==> src/rtl/pwm_carrier_mask.sv <==
// Carrier generator and update-event source for one PWM channel: sawtooth or
// triangular count, zero/peak event decode and a decimated shadow-load strobe.
`ifndef PWMCOUNT_WIDTH
`define PWMCOUNT_WIDTH 16
`endif

package PKG_pwm;
  typedef enum logic {
    PWM_OFF = 1'b0,
    PWM_ON  = 1'b1
  } _pwm_onoff;
endpackage

// state | meaning
// IDLE  | carrier parked at min(init_val, period), decimation cleared
// RUN   | carrier counting, events decoded, maskevent generated
module pwm_carrier_mask
  import PKG_pwm::*;
#(
  parameter int WIDTH = `PWMCOUNT_WIDTH,
  parameter int MASKW = 4
) (
  input  logic             clk,
  input  logic             reset,
  input  _pwm_onoff        pwm_onoff,
  input  logic             carrier_mode,
  input  logic [WIDTH-1:0] period,
  input  logic [WIDTH-1:0] init_val,
  input  logic [1:0]       event_sel,
  input  logic [MASKW-1:0] mask_n,
  output logic [WIDTH-1:0] count,
  output logic             dir,
  output logic             zero_evt,
  output logic             peak_evt,
  output logic             maskevent
);

  localparam logic [0:0] IDLE = 1'b0;
  localparam logic [0:0] RUN  = 1'b1;

  logic [0:0]       state;
  logic [MASKW-1:0] mcnt;
  logic [WIDTH-1:0] count_nxt;
  logic             dir_nxt;
  logic [WIDTH-1:0] park_val;
  logic             running;
  logic             park;
  logic             period_ok;
  logic             qual_evt;
  logic             mask_hit;

  assign running   = (state == RUN);
  assign park      = !running || (pwm_onoff != PWM_ON);
  assign period_ok = (period != '0);
  assign park_val  = (init_val < period) ? init_val : period;

  assign zero_evt  = running && period_ok && (count == '0);
  assign peak_evt  = running && period_ok && (count == period);
  assign qual_evt  = (event_sel[0] && zero_evt) || (event_sel[1] && peak_evt);

  // >= rather than == so that lowering mask_n below mcnt fires on the next event.
  assign mask_hit  = (mcnt >= mask_n);

  always_comb begin
    count_nxt = count;
    dir_nxt   = dir;
    if (!period_ok) begin
      count_nxt = '0;
      dir_nxt   = 1'b1;
    end else if (!carrier_mode) begin
      count_nxt = (count >= period) ? '0 : count + WIDTH'(1);
      dir_nxt   = 1'b1;
    end else if (dir) begin
      if (count >= period) begin
        count_nxt = period - WIDTH'(1);
        dir_nxt   = 1'b0;
      end else begin
        count_nxt = count + WIDTH'(1);
      end
    end else begin
      // A count above a freshly lowered period simply keeps falling.
      if (count == '0) begin
        count_nxt = WIDTH'(1);
        dir_nxt   = 1'b1;
      end else begin
        count_nxt = count - WIDTH'(1);
      end
    end
  end

  always_ff @(posedge clk) begin
    if (reset) begin
      state     <= IDLE;
      count     <= '0;
      dir       <= 1'b1;
      mcnt      <= '0;
      maskevent <= 1'b0;
    end else begin
      state <= (pwm_onoff == PWM_ON) ? RUN : IDLE;
      if (park) begin
        // Turning off also swallows any strobe that was due this edge.
        count     <= park_val;
        dir       <= 1'b1;
        mcnt      <= '0;
        maskevent <= 1'b0;
      end else begin
        count <= count_nxt;
        dir   <= dir_nxt;
        if (qual_evt) begin
          if (mask_hit) begin
            maskevent <= 1'b1;
            mcnt      <= '0;
          end else begin
            maskevent <= 1'b0;
            mcnt      <= mcnt + MASKW'(1);
          end
        end else begin
          maskevent <= 1'b0;
        end
      end
    end
  end

endmodule

==> config.mk <==
export PLATFORM = sky130hd
export DESIGN_NAME = pwm_carrier_mask
export DESIGN_NICKNAME = d
export VERILOG_FILES = /design/src/rtl/pwm_carrier_mask.sv
export SDC_FILE = /design/constraint.sdc
export NUM_CORES = 1
export LEC_CHECK = 0
export CAP_MARGIN = 20
export CORE_MARGIN = 2
export CORE_UTILIZATION = 57
export DETAILED_ROUTE_END_ITERATION = 12
export GPL_TIMING_DRIVEN = 1
export PLACE_DENSITY = 0.88
export SYNTH_ARGS = -nofsm -noshare
export SYNTH_HDL_FRONTEND = slang
export SYNTH_SLANG_ARGS = --single-unit
export TNS_END_PERCENT = 10
==> constraint.sdc <==
create_clock -name clk -period 6.4 [get_ports clk]
set_input_delay 1.6 -clock clk [delete_from_list [all_inputs] [get_ports clk]]
set_output_delay 1.6 -clock clk [all_outputs]
set_load 0.02 [all_outputs]
==> qor.txt <==
die area: 5860 um2
Clock Root Buffer: clkbuf_8
Max-cap violations: 0
DR WL/cell: 18.4 um
initial core utilization: 58.8%
part of the Yosys area used for sequential elements: 15.3%
clock skew: 0.00241 ns
status: complete, no violations
final setup vio count: 0
DRC Markers: 0
VDD IR max: 0.0798 mV
Tot GR Track Use: 32.6%
Yosys reg bits: 23
DR pass1 iterations: 5
vias in the first global route: 3250
Overflow after GRT: 0
Yosys cell types: 53
H-Tree Level Count: 1
Post-Place Setup Slack: 0.779 ns
fill count: 424
Final period util: 88.7%
startpoint types: primary input
Final HPWL DP: 7260 um
commonest non-fill, non-tap cell in the layout: clkdlybuf4s50_1
Period minus WS final: 5.68 ns
first-pass GRT wire length: 15600 um
Leakage: 1.45 nW
ys flop type: dfxtp_1
Clock transition at path regs: 0.09 ns
initial DRC count: 284
hold-fix buffers at CTS: 0
clock latency on the worst-skew pair: 0.27 ns
RSZ-0062 raised after global routing: false
fin. max-slew vios: 0
IO Pins: 62
FMAX: 176 MHz
WP data required: 4.80 ns
post_cts resized: 0
ys async rst share: 0%
Synth Cell Area: 3000 um2
clock buffer depth: 2
initial antenna violation count: 0
EDFF count, synth: 0
via/cell ratio: 6.53
Ys Warns: 0
worst hold-check slack: 0.507 ns
Core Footprint: 5110 um2
Worst-Margin Slew: 0.923 ns
Arr. time, crit path: 4.08 ns
Die Height: 76.6 um
CTS Buf Count: 3
setup ws final: 0.725 ns
Vias: 3302
CTS tree: built
relative slew slack: 38.5%
post-synth top area cell: ha_1
die width: 76.6 um
Synth Area per Inst: 7.88 um2
Synth area leaders: ha_1 17%, dfxtp_1 15%, xnor2_1 7.3%
Fin. Hold Viols: 0
Setup CP Type: primary input to primary output
Antenna Violating Nets Remaining: 0
final WL: 9330 um
Sink Count: 23
maximum fanout along the worst path: 6
share of layout cells above drive strength 1: 3.21%
# diodes: 0
FP Rows: 26
input/output buffers: 61
setup TNS: 0 ns
largest net degree at the start of global routing: 17
Synth Instances: 381
most frequent cells in the layout: 61 x clkdlybuf4s50_1, 41 x ha_1, 34 x nand2_1, 25 x inv_1, 25 x xnor2_1
CP Capture Type: primary output
Hold WC Path Type: flip-flop to flip-flop
post-synth net total: 464
Synth top area share: 17.1%
setup bufs post-CTS: 0
power density cells: 142 nW/um2
final net count: 520
GPL Wtd Cong: 0.959
P&R area growth vs syn: 22.9%
-- layer usage --
metal / GRT usage, % / vias to the layer above / wire length [um]
met5: 0 / - / 0
met4: 15.1 / 0 / 420
met3: 4.15 / 41 / 719
met2: 55.8 / 203 / 4430
met1: 40.8 / 1520 / 3760
li1: - / 1538 / -
-- stage by stage --
| stage | power (mW) | cells | area (um2) | util, % |
|---|---|---|---|---|
| floorplan | 0.332 | 381 | 3000 | - |
| detailed placement | 0.423 | 502 | 3640 | 71.3 |
| global placement | 0.415 | 502 | 3640 | 71.3 |
| global route | 0.552 | 506 | 3690 | 72.2 |
| finish | 0.524 | 506 | 3690 | 72.2 |
| CTS | 0.519 | 506 | 3690 | 72.2 |
-- worst paths after layout --
check / slack (ns) / startpoint / end / cells after the start
worst max-delay path: 0.72 / period[7] / peak_evt / 8
worst min-delay path: 0.51 / mcnt[1] / mcnt[1] / 2
worst max register to register: 3.21 / count[0] / count[13] / 8
worst min register to register: 0.51 / mcnt[1] / mcnt[1] / 2
-- cell usage after synthesis, drive strengths merged (9+ instances only) --
| master | n |
|---|---|
| nor3 | 10 |
| a21oi | 17 |
| xnor2 | 25 |
| inv | 25 |
| a211oi | 9 |
| xor2 | 11 |
| nand4 | 12 |
| o21ai | 14 |
| nor2 | 23 |
| mux2i | 17 |
| nand2 | 34 |
| dfxtp | 23 |
| o211ai | 11 |
| ha | 41 |
| nor4 | 10 |
| nand3 | 17 |
-- cell families (layout without fill, tap and decap cells) --
kind of cell / count (synthesis) / in the layout / synth area share (%)
AO/OA/AOI/OAI: 88 / 88 / 21.0
XOR/XNOR: 36 / 36 / 10.5
adder cells (fa/ha/maj): 41 / 41 / 17.1
buffers and inverters: 37 / 92 / 5.54
flip-flops: 23 / 23 / 15.3
multiplexers: 18 / 18 / 6.04
AND/OR/NAND/NOR: 138 / 138 / 24.5
-- power by group --
| group | total, mW | leakage, nW | internal (mW) | switching (mW) |
|---|---|---|---|---|
| clock | 0.0980 | 0.0255 | 0.0437 | 0.0544 |
| combinational | 0.246 | 1.23 | 0.115 | 0.131 |
| sequential | 0.180 | 0.190 | 0.153 | 0.0265 |
-- worst max-delay path, cell delays in order --
cell and delay [ns]:
clkdlybuf4s50_1 0.61, inv_1 0.14, ha_1 0.34, nand4_1 0.11
nor4_1 0.40, nand2_1 0.11, nor2_1 0.15, clkdlybuf4s50_1 0.62
-- cell type report --
class                           instances  area [um2]  area share, %
Inverter                               25        93.8           2.54
Sequential cell                        23         460           12.5
Timing Repair Buffer                   63         626           17.0
Multi-Input combinational cell        321        2370           64.4
Clock buffer                            3        41.3           1.12
Clock inverter                          1        5.00          0.136
Tap cell                               70        87.6           2.37
-- state kept, by name, indices dropped and copies added, names as in the netlist --
signal / flops
dir: 1
running: 1
count: 16
maskevent: 1
mcnt: 4
(Power assumes the default switching activity.)
